==> config.mk <==
export PLATFORM = sky130hd
export DESIGN_NAME = pi_digit_stream
export DESIGN_NICKNAME = d
export VERILOG_FILES = /design/src/rtl/pi_digit_stream.sv
export SDC_FILE = /design/constraint.sdc
export NUM_CORES = 1
export LEC_CHECK = 0
export CAP_MARGIN = 20
export CELL_PAD_IN_SITES_DETAIL_PLACEMENT = 1
export CELL_PAD_IN_SITES_GLOBAL_PLACEMENT = 2
export CORE_ASPECT_RATIO = 1.75
export CORE_UTILIZATION = 34
export CTS_CLUSTER_DIAMETER = 30
export DETAILED_ROUTE_END_ITERATION = 6
export MAX_ROUTING_LAYER = met4
export PLACE_DENSITY = 0.88
export SLEW_MARGIN = 20
export SYNTH_ARGS = -nofsm -noshare
export SYNTH_HDL_FRONTEND = slang
export SYNTH_SLANG_ARGS = --single-unit
==> constraint.sdc <==
create_clock -name clk -period 11.1 [get_ports clk]
set_input_delay 2.22 -clock clk [delete_from_list [all_inputs] [get_ports clk]]
set_output_delay 2.22 -clock clk [all_outputs]
set_load 0.01 [all_outputs]
==> src/rtl/pi_digit_stream.sv <==
`timescale 1ns/1ps
// Captures the pi engine's packed base-1000 result, converts each limb to three BCD digits
// by sequential double-dabble, and streams the digits MSB-first over valid/ready.
module pi_digit_stream #(
   parameter int L  = 10,
   parameter int N  = 10,
   parameter int W  = L * N,
   parameter int IW = 5
) (
   input  logic          clk,
   input  logic          rst,
   input  logic          start,
   input  logic [W-1:0]  sum,
   output logic          busy,
   output logic          digit_valid,
   input  logic          digit_ready,
   output logic [3:0]    digit,
   output logic [IW-1:0] digit_index,
   output logic          digit_last,
   output logic          done,
   output logic          err
);

   localparam int CW = $clog2(L + 1);
   localparam int NW = $clog2(N + 1);

   typedef enum logic [2:0] {IDLE, CONV, EMIT0, EMIT1, EMIT2, DONE} state_t;

   state_t         state, state_nx;
   logic [W-1:0]   shreg;
   logic [L-1:0]   limb;
   logic [11:0]    bcd;
   logic [11:0]    bcd_adj;
   logic [CW-1:0]  bit_cnt;
   logic [NW-1:0]  limb_cnt;
   logic           bad;
   logic           emitting;
   logic           accept;
   logic           conv_last;
   logic           last_limb;

   function automatic logic [3:0] adj(input logic [3:0] n);
      return (n >= 4'd5) ? n + 4'd3 : n;
   endfunction

   assign emitting  = (state == EMIT0) || (state == EMIT1) || (state == EMIT2);
   assign accept    = emitting & digit_ready;
   assign conv_last = (bit_cnt == CW'(L - 1));
   assign last_limb = (limb_cnt == NW'(N - 1));
   assign bcd_adj   = {adj(bcd[11:8]), adj(bcd[7:4]), adj(bcd[3:0])};

   always_ff @(posedge clk or posedge rst) begin
      if (rst) state <= IDLE;
      else     state <= state_nx;
   end

   always_comb begin
      state_nx    = state;
      busy        = (state != IDLE);
      digit_valid = emitting;
      digit_last  = (state == EMIT2) && last_limb;
      done        = (state == DONE);
      digit       = 4'h0;
      case (state)
         IDLE:  if (start) state_nx = CONV;
         CONV:  if (conv_last) state_nx = EMIT0;
         EMIT0: begin
            digit = bad ? 4'hF : bcd[11:8];
            if (accept) state_nx = EMIT1;
         end
         EMIT1: begin
            digit = bad ? 4'hF : bcd[7:4];
            if (accept) state_nx = EMIT2;
         end
         EMIT2: begin
            digit = bad ? 4'hF : bcd[3:0];
            if (accept) state_nx = last_limb ? DONE : CONV;
         end
         DONE:    state_nx = IDLE;
         default: state_nx = IDLE;
      endcase
   end

   // The limb shifts MSB-first straight into the BCD field as one combined register.
   always_ff @(posedge clk or posedge rst) begin
      if (rst) begin
         shreg       <= '0;
         limb        <= '0;
         bcd         <= '0;
         bit_cnt     <= '0;
         limb_cnt    <= '0;
         bad         <= 1'b0;
         err         <= 1'b0;
         digit_index <= '0;
      end else begin
         case (state)
            IDLE: begin
               if (start) begin
                  shreg       <= sum << L;
                  limb        <= sum[W-1 -: L];
                  bcd         <= '0;
                  bit_cnt     <= '0;
                  limb_cnt    <= '0;
                  bad         <= 1'b0;
                  err         <= 1'b0;
                  digit_index <= '0;
               end
            end
            CONV: begin
               if ((bit_cnt == '0) && (limb > L'(999))) begin
                  bad <= 1'b1;
                  err <= 1'b1;
               end
               {bcd, limb} <= {bcd_adj, limb} << 1;
               bit_cnt     <= bit_cnt + CW'(1);
            end
            EMIT0, EMIT1: begin
               if (accept) digit_index <= digit_index + IW'(1);
            end
            EMIT2: begin
               if (accept) begin
                  digit_index <= digit_index + IW'(1);
                  if (!last_limb) begin
                     limb     <= shreg[W-1 -: L];
                     shreg    <= shreg << L;
                     limb_cnt <= limb_cnt + NW'(1);
                     bcd      <= '0;
                     bit_cnt  <= '0;
                     bad      <= 1'b0;
                  end
               end
            end
            default: ;
         endcase
      end
   end

endmodule

==> impl_metrics.tcl, run 1 <==
set metrics [dict create \
    critPathTopFamily "buffers and inverters" \
    dieArea_um2 19900 \
    core_region_area_um2 18700 \
    relSlewSlack_pct 36.1 \
    status "finished, final reports clean" \
    fmax_ghz 0.189 \
    cts_resized 0 \
    worstPathMaxFanout 82 \
    h-tree-depth 4 \
    overflow 0 \
    skew_ns 0.0111 \
    worstMarginPinSlew_ns 0.959 \
    fp.dieW_um 107 \
    rsz0062_at_grt "false" \
    setup_viol 0 \
    wire_per_inst_um 18.5 \
    viasPerCell 5.39 \
    grt_use_total_pct 21.6 \
    synth_area_leaders "dfrtp_1 50%, nand2_1 10%, a31oi_1 7.7%" \
    drv_cap 0 \
    gp_congestion 0.825 \
    routed_wl_um 20100 \
    io_pins 118 \
    dr.pass1.iters 4 \
    timing.final.ws_setup_ns 5.80 \
    critPathCaptureType "output pin" \
    final_area_um2 8470 \
    worstPathCellList "nor2_2, nand2_2, buf_4, nor2_1, clkdlybuf4s50_1" \
    slew_violations 0 \
    root_buffer "clkbuf_16" \
    yosys-top-cells-count "179 x nand2_1, 130 x dfrtp_1, 91 x nor2_1" \
    synth_ff_type "dfrtp_1" \
    dpl.hpwl_um 13800 \
    slowest_delay_ns 0.97 \
    hold_violations 0 \
    antenna_left 0 \
    yosys.area.top_type_share_pct 49.6 \
    ctsHoldBuffers 0 \
    grt_pass1_vias 6312 \
    post_cts_buffers 0 \
    ir_worst_vdd_uv 123 \
    layout-drive-gt1-share_pct 5.79 \
    powerDensity_nw_per_um2 263 \
    p_leak_nw 3.49 \
    cp_data_required_time_ns 8.88 \
    clkTransAtPathRegs_ns 0.06 \
    fin_crit_ns 5.30 \
    fin_crit_sh_pct 47.7 \
    yosysSeqAreaShare_pct 49.6 \
    async_reset_ff_share_pct 100 \
    setup_tns_ns 0 \
    grt_max_degree 123 \
    worstSkewPairLatency_ns 0.42 \
    pre_cts_slack_ns 6.06 \
    numClockSinks 130 \
    die_h_um 186 \
    antenna_cells 0 \
    grt_pass1_wl_um 32300 \
    criticalPathCategory "reg2out" \
    initial_core_util_pct 35.0 \
    finalNetCount 949 \
    crit_path_start_kind "flip-flop" \
    placed_cell_area_um2 7820 \
    ys_types 50 \
    path_buf_inv 2 \
    vias 5845 \
    crit_path_top_delay_cell "dfrtp_1" \
    hold_class "reg2reg" \
    cts_buffer_depth 2 \
    finish.utilization_pct 45.2 \
    synth-seq-cells 130 \
    ys_warn_count 0 \
    synth_edf_count 0 \
    arrival_ns 3.08 \
    first_iter_violations 267 \
    syn-cell-area_um2 6560 \
    nFillCells 2166 \
    cts_buffers 17 \
    antenna_found_initial 0 \
    drc 0 \
    syn_inst 746 \
    yosysTopAreaCell "dfrtp_1" \
    rows 66 \
    port_buffers 117 \
    synth_nets 862 \
    avgSynthCellArea_um2 8.80 \
    cts_tree "built" \
    yosysMostFrequentCell "nand2_1" \
    syn_to_final_growth_pct 29.1 \
]
flip-flops by register name (all words and copies together) (netlist names):
| name | count |
|---|---|
| shreg | 90 |
| state | 3 |
| err | 1 |
| bad | 1 |
| limb_cnt | 4 |
| bit_cnt | 4 |
| digit_index | 5 |
| bcd | 12 |
| limb | 10 |
worst register-to-register path, stage by stage (launching register included):
cell     delay [ns]
dfrtp_1        0.73
or2_4          0.52
nor3_2         0.23
buf_4          0.39
buf_6          0.67
nor2_1         0.17
a31oi_1        0.20
path summary, 6_finish.rpt:
path	startpoint	to	slack (ns)	cells past startpoint
hold reg to reg	shreg[18]$_DFFE_PP0P_	shreg[18]$_DFFE_PP0P_	0.50	1
setup reg to reg	state[1]$_DFFE_PP0P_	shreg[76]$_DFFE_PP0P_	8.10	6
max in group asynchronous	rst	shreg[45]$_DFFE_PP0P_	7.35	3
hold / removal	shreg[18]$_DFFE_PP0P_	shreg[18]$_DFFE_PP0P_	0.50	1
min in group asynchronous	rst	shreg[11]$_DFFE_PP0P_	2.37	2
setup / recovery	state[1]$_DFFE_PP0P_	digit_last	5.80	5
placed cells by master, fill, tap and decap left out, types with 3 or more instances in the layout:
master | netlist | layout
nor2b_1 | 10 | 10
clkinv_4 | 0 | 3
nand3_1 | 8 | 8
clkdlybuf4s50_1 | 0 | 117
o21a_1 | 9 | 9
ha_1 | 12 | 12
buf_4 | 8 | 7
nor2_1 | 91 | 91
nor3b_1 | 4 | 4
inv_1 | 15 | 14
mux2i_1 | 5 | 5
dfrtp_1 | 130 | 130
nand4b_1 | 3 | 3
o221ai_1 | 9 | 9
o211ai_1 | 6 | 6
o21ai_0 | 28 | 28
a21oi_1 | 12 | 12
xnor2_1 | 6 | 6
or3_1 | 3 | 3
o22ai_1 | 9 | 9
bufinv_16 | 0 | 5
nor3_1 | 4 | 3
clkbuf_16 | 0 | 17
nand2b_1 | 4 | 4
o31ai_1 | 9 | 9
o311ai_0 | 5 | 5
nand2_1 | 179 | 178
a31oi_1 | 81 | 81
a22o_1 | 19 | 19
a32o_1 | 4 | 4
final cells by class:
type	instances	area (um^2)	share of cell area, %
Clock buffer	20	447	5.27
Tap cell	238	298	3.52
Clock inverter	12	205	2.42
Sequential cell	130	3250	38.4
Timing Repair Buffer	125	1230	14.6
Inverter	15	58.8	0.694
Multi-Input combinational cell	544	2970	35.1
logic make-up (layout without fill, tap and decap cells):
group,count (synthesis),after routing,share of synthesized area [%]
adders and majority gates,12,12,2.29
DFF,130,130,49.6
and+or+nand+nor,318,318,20.2
AOI/OAI and AO/OA,200,200,20.5
xor gates and xnor gates,6,6,0.801
muxes,8,8,1.32
buffers and inverters,72,172,5.34
per-stage QoR:
| stage | total power (W) | cells | hold slack, ns |
|---|---|---|---|
| detailed placement | 0.00161 | 1052 | 0.483 |
| global placement | 0.00154 | 1052 | 0.483 |
| global route | 0.00236 | 1084 | 0.508 |
| finish | 0.00223 | 1084 | 0.501 |
| floorplan | 0.00136 | 746 | 0.466 |
| CTS | 0.00224 | 1084 | 0.504 |
layer usage:
metal,GRT usage [%],vias to the layer above,wire length [um]
li1,-,2789,-
met1,23.5,2888,7890
met2,38.3,128,11100
met3,3.22,40,522
met4,10.6,0,630
met5,-,-,0
power by group:
part | internal, W | switching [W] | total, W
Combinational | 0.000332 | 0.000407 | 0.000739
Sequential | 0.000695 | 0.000167 | 0.000862
Clock | 0.000406 | 0.000221 | 0.000627
Total | 0.00143 | 0.000795 | 0.00223
No activity file was read; power rests on OpenSTA's default activity.
==> run 2, diff against run 1 <==
--- a/config.mk
+++ b/config.mk
@@ -9,11 +9,11 @@
 export CELL_PAD_IN_SITES_DETAIL_PLACEMENT = 1
 export CELL_PAD_IN_SITES_GLOBAL_PLACEMENT = 2
 export CORE_ASPECT_RATIO = 1.75
-export CORE_UTILIZATION = 34
+export CORE_UTILIZATION = 32
 export CTS_CLUSTER_DIAMETER = 30
 export DETAILED_ROUTE_END_ITERATION = 6
 export MAX_ROUTING_LAYER = met4
-export PLACE_DENSITY = 0.88
+export PLACE_DENSITY = 0.84
 export SLEW_MARGIN = 20
 export SYNTH_ARGS = -nofsm -noshare
 export SYNTH_HDL_FRONTEND = slang
==> constraint.sdc (replaced) <==
create_clock -name clk -period 5 [get_ports clk]
set_input_delay 1 -clock clk [delete_from_list [all_inputs] [get_ports clk]]
set_output_delay 1 -clock clk [all_outputs]
set_load 0.01 [all_outputs]
==> run 2 against run 1 <==
  * Die area grew 6.2%
  * Global-route usage shrank 1.7 points
  * Power grew 110%
  * Clock power grew 90%
  * Hold slack lost 0.0016 ns
  * Critical path depth is the same
  * Largest power group unchanged
  * Critical endpoint is now digit[3]
  * Largest cell class unchanged
  * Design area shrank 0.55%
==> impl_metrics.tcl, run 2 (synthesis results as in run 1) <==
set metrics [dict create \
    antenna_cells 0 \
    ctsHoldBuffers 0 \
    finish.utilization_pct 41.7 \
    setup_tns_ns 0 \
    placed_cell_area_um2 7860 \
    antenna_left 0 \
    cts_buffers 17 \
    grt_pass1_vias 5950 \
    fmax_ghz 0.282 \
    worstPathMaxFanout 15 \
    root_buffer "clkbuf_16" \
    top_register "shreg" \
    layout-drive-gt1-share_pct 6.14 \
    worstMarginPinSlew_ns 0.917 \
    cts_buffer_depth 2 \
    hold_violations 0 \
    setup_viol 0 \
    io_pins 118 \
    gp_congestion 0.761 \
    wire_per_inst_um 17.5 \
    dpl.hpwl_um 13000 \
    skew_ns 0.00984 \
    dr_wl_met3_um 567 \
    hold_class "reg2reg" \
    powerDensity_nw_per_um2 558 \
    routed_wl_um 19200 \
    final_area_um2 8420 \
    largest_reg_flops 90 \
    vias 5766 \
    seq_area_um2 3250 \
    numClockSinks 130 \
    relSlewSlack_pct 38.9 \
    die_h_um 191 \
    worstSkewPairLatency_ns 0.42 \
    routed.top_layer "met4" \
    grt_use_total_pct 19.9 \
    criticalPathCategory "reg2out" \
    status "finished, final reports clean" \
    viasPerCell 5.27 \
    cts_tree "built" \
    nFillCells 2377 \
    core_region_area_um2 20200 \
    critPathCaptureType "output pin" \
    m1WireLength_um 7700 \
    fin_crit_sh_pct 70.8 \
    fin_crit_ns 3.54 \
    post_cts_buffers 0 \
    h-tree-depth 4 \
    drc 0 \
    overflow 0 \
    slew_violations 0 \
    clkTransAtPathRegs_ns 0.06 \
    rows 69 \
    dr.pass1.iters 4 \
    cp_data_required_time_ns 4.00 \
    fp.dieW_um 110 \
    drv_cap 0 \
    layout_commonest_cell "nand2_1" \
    dp_cells 1063 \
    crit_path_start_kind "flip-flop" \
    rsz0062_at_grt "false" \
    finalNonFillerCells 1095 \
    wl_met2_um 10200 \
    arrival_ns 2.54 \
    syn_to_final_growth_pct 28.3 \
    first_iter_violations 238 \
    port_buffers 117 \
    mostFrequentLayoutCells "178 x nand2_1, 130 x dfrtp_1, 117 x clkdlybuf4s50_1" \
    ir_worst_vdd_uv 236 \
    largest_registers "shreg (90), bcd (12), limb (10)" \
    p_leak_nw 3.45 \
    antenna_found_initial 0 \
    cts_resized 0 \
    grt_pass1_wl_um 30900 \
    finalNetCount 950 \
    initial_core_util_pct 32.5 \
    dieArea_um2 21100 \
    multi_input_area_um2 2970 \
    grt_max_degree 164 \
]
[run 2: cell count changes in the layout (fill, tap and decap cells not counted), sizes merged]
| cell | previous run | this run |
|---|---|---|
| clkinvlp | 2 | 6 |
| bufinv | 5 | 0 |
| inv | 16 | 20 |
| clkinv | 4 | 1 |
| buf | 8 | 9 |
[run 2: power by group]
| part | internal [W] | switching, W |
|---|---|---|
| Combinational | 0.000744 | 0.000861 |
| Sequential | 0.00154 | 0.000365 |
| Clock | 0.000682 | 0.000505 |
[run 2: through the flow]
step	power, W	worst slack (ns)	hold slack (ns)
floorplan	0.00303	0.531	0.466
global placement	0.00346	1.88	0.483
detailed placement	0.00354	1.81	0.486
CTS	0.00476	1.43	0.506
global route	0.00503	1.28	0.515
finish	0.00470	1.46	0.500
[run 2: path summary, 6_finish.rpt]
kind / from / to / slack (ns) / cells past startpoint
worst max register to register: state[0]$_DFFE_PP0P_ / digit_index[4]$_DFFE_PP0P_ / 2.12 / 6
worst min register to register: shreg[11]$_DFFE_PP0P_ / shreg[11]$_DFFE_PP0P_ / 0.50 / 1
worst max-delay path: state[1]$_DFFE_PP0P_ / digit[3] / 1.46 / 5
max in group asynchronous: rst / shreg[73]$_DFFE_PP0P_ / 3.02 / 3
min in group asynchronous: rst / bcd[10]$_DFFE_PP0P_ / 1.08 / 2
worst min-delay path: shreg[11]$_DFFE_PP0P_ / shreg[11]$_DFFE_PP0P_ / 0.50 / 1
[run 2: metal layers]
layer  GRT usage, %  up-vias
met5              -        -
met4           9.31        0
met3           2.90       41
met2           34.0      138
met1           22.5     2800
li1               -     2787
[run 2: critical path, stage by stage, from the launching register on]
cell and delay [ns]:
dfrtp_1 0.57, buf_4 0.29, nor2_2 0.43, o211ai_1 0.16, o21ai_0 0.11, clkdlybuf4s50_1 0.55
[run 2: layout make-up]
class                      instances  area share [%]
tap                              248            3.68
inverter                          15           0.698
sequential                       130            38.6
multi-input combinational        544            35.3
clock buffer                      20            5.54
clock inverter                    12            1.16
timing repair buffer             126            15.0
==> run 3, diff against run 2 <==
--- a/config.mk
+++ b/config.mk
@@ -9,11 +9,11 @@
 export CELL_PAD_IN_SITES_DETAIL_PLACEMENT = 1
 export CELL_PAD_IN_SITES_GLOBAL_PLACEMENT = 2
 export CORE_ASPECT_RATIO = 1.75
-export CORE_UTILIZATION = 32
+export CORE_UTILIZATION = 29
 export CTS_CLUSTER_DIAMETER = 30
 export DETAILED_ROUTE_END_ITERATION = 6
 export MAX_ROUTING_LAYER = met4
-export PLACE_DENSITY = 0.84
+export PLACE_DENSITY = 0.8
 export SLEW_MARGIN = 20
 export SYNTH_ARGS = -nofsm -noshare
 export SYNTH_HDL_FRONTEND = slang
==> constraint.sdc (replaced) <==
create_clock -name clk -period 2.95 [get_ports clk]
set_input_delay 0.59 -clock clk [delete_from_list [all_inputs] [get_ports clk]]
set_output_delay 0.59 -clock clk [all_outputs]
set_load 0.01 [all_outputs]
==> run 3 against run 2 <==
  * Clock power rose by 79%
  * Largest power group unchanged
  * Clock skew fell by 0.00097 ns
  * Hold slack improved by 0.0012 ns
  * Power rose by 73%
  * Register-to-register slack got worse by 1.7 ns
  * Count of clock-buffer cells in the layout did not move
  * Global-route usage fell by 1.3 points
  * Design area rose by 2.4%
  * Final cell count rose by 5.2%
==> impl_metrics.tcl, run 3 (synthesis results as in run 1) <==
set metrics [dict create \
    slowest_delay_ns 0.64 \
    fp.dieW_um 116 \
    internal_power_w 0.00523 \
    overflow 0 \
    relSlewSlack_pct 45.0 \
    hold_class "reg2reg" \
    h-tree-depth 4 \
    io_pins 118 \
    reg2reg_slack_ns 0.40 \
    largest_registers "shreg (90), bcd (12), limb (10)" \
    drv_cap 0 \
    fin_crit_sh_pct 95.4 \
    syn_to_final_growth_pct 31.4 \
    grt-busiest-layer "met2" \
    fin_crit_ns 2.81 \
    initial_core_util_pct 29.6 \
    first_iter_violations 180 \
    vias 5725 \
    cts_buffers 17 \
    root_buffer "clkbuf_16" \
    largest_reg_flops 90 \
    ir_worst_vdd_uv 355 \
    crit_path_start_kind "flip-flop" \
    path_buf_inv 2 \
    rows 72 \
    clkTransAtPathRegs_ns 0.06 \
    port_buffers 117 \
    met1_usage_pct 20.7 \
    criticalPathCategory "reg2out" \
    gp_congestion 0.791 \
    antenna_cells 0 \
    grt_max_degree 108 \
    worstPathMaxFanout 11 \
    crit_path_top_delay_cell "dfrtp_1" \
    viasPerCell 4.97 \
    top_register "shreg" \
    p_total_w 0.00814 \
    worstPathCellList "buf_4, nor3b_4, or2_2, clkdlybuf4s50_1" \
    clkPwrFrac_pct 26.1 \
    pwr-share-comb_pct 34.4 \
    setup_viol 0 \
    dpl.hpwl_um 13800 \
    slew_violations 0 \
    p_leak_nw 3.53 \
    mostFrequentLayoutCells "178 x nand2_1, 130 x dfrtp_1, 117 x clkdlybuf4s50_1" \
    drc 0 \
    cp_data_required_time_ns 2.36 \
    grt_pass1_vias 6053 \
    post_cts_buffers 0 \
    cts_buffer_depth 2 \
    cts_tree "built" \
    grt_use_total_pct 18.6 \
    nFillCells 2605 \
    routed_wl_um 19500 \
    dieArea_um2 23300 \
    seq_power_share_pct 39.5 \
    dr.pass1.iters 4 \
    met3_usage_pct 2.75 \
    ctsHoldBuffers 0 \
    critPathTopFamily "buffers and inverters" \
    worstMarginPinSlew_ns 0.825 \
    grtUsageMet2_pct 32.9 \
    hold_violations 0 \
    powerDensity_nw_per_um2 944 \
    antenna_found_initial 0 \
    die_h_um 201 \
    switching_share_pct 35.8 \
    skew_ns 0.00887 \
    grt_pass1_wl_um 32000 \
    critPathCaptureType "output pin" \
    layout_commonest_cell "nand2_1" \
    wire_per_inst_um 16.9 \
    finalNetCount 960 \
    setup_tns_ns 0 \
    numClockSinks 130 \
    fmax_ghz 0.355 \
    arrival_ns 2.22 \
    worstSkewPairLatency_ns 0.42 \
    status "finished, final reports clean" \
    core_region_area_um2 22200 \
    p_switching_w 0.00291 \
    rsz0062_at_grt "false" \
    layout-drive-gt1-share_pct 7.13 \
    antenna_left 0 \
]
run 3: cell count changes in the layout (fill, tap and decap cells not counted), sizes merged:
cell / delta
buf: +10
bufinv: +2
clkinv: +3
clkinvlp: -1
inv: -5
run 3: cell type report:
cell class | count | area, um^2 | area share [%]
Sequential cell | 130 | 3250 | 37.7
Multi-Input combinational cell | 544 | 2980 | 34.5
Timing Repair Buffer | 136 | 1360 | 15.8
Clock buffer | 20 | 467 | 5.41
Tap cell | 296 | 370 | 4.29
Clock inverter | 11 | 130 | 1.51
Inverter | 15 | 60.1 | 0.696
run 3: worst register-to-register path, cell delays in order (launching register included):
cell	delay (ns)
dfrtp_1	0.55
buf_4	0.27
buf_4	0.19
or2_4	0.32
nor3_2	0.39
buf_12	0.38
nor2_1	0.18
a31oi_1	0.18
run 3: per-stage QoR:
step	hold WS (ns)	setup WS, ns	cells	util [%]	cell area, um^2
2_1_floorplan	0.466	0.751	746	-	6570
3_3_place_gp	0.486	0.518	1121	36.2	8020
3_5_place_dp	0.487	0.489	1121	36.2	8020
4_1_cts	0.505	0.0984	1152	38.9	8620
5_1_grt	0.522	0.00517	1152	38.9	8620
6_report	0.501	0.136	1152	38.9	8620
run 3: path summary, 6_finish.rpt:
path                                       startpoint                     to  cells after the start
worst max register to register   state[0]$_DFFE_PP0P_  shreg[75]$_DFFE_PP0P_                      7
min in group asynchronous                         rst  shreg[36]$_DFFE_PP0P_                      2
max in group asynchronous                         rst    limb[0]$_DFFE_PP0P_                      3
worst min register to register  shreg[19]$_DFFE_PP0P_  shreg[19]$_DFFE_PP0P_                      1
worst min-delay path            shreg[19]$_DFFE_PP0P_  shreg[19]$_DFFE_PP0P_                      1
worst max-delay path             state[0]$_DFFE_PP0P_            digit_valid                      4
run 3: power groups by stage:
| stage | Combinational (W) | Sequential, W | Clock, W |
|---|---|---|---|
| global route | 0.00319 | 0.00333 | 0.00224 |
| finish | 0.00280 | 0.00321 | 0.00213 |
| detailed placement | 0.00284 | 0.00324 | 0 |
| global placement | 0.00274 | 0.00322 | 0 |
| CTS | 0.00285 | 0.00322 | 0.00219 |
| floorplan | 0.00211 | 0.00302 | 0 |
run 3: what timing repair did:
action / 4_1_cts / 5_1_grt
gates resized for setup: 0 / 1
endpoints found under the setup margin: 0 / 3
hold endpoints to repair: 0 / 0
run 3: layer usage:
metal / vias to the layer above / wire length [um]
met2: 88 / 10800
li1: 2809 / -
met4: 0 / 376
met1: 2803 / 7970
met5: - / 0
met3: 25 / 413
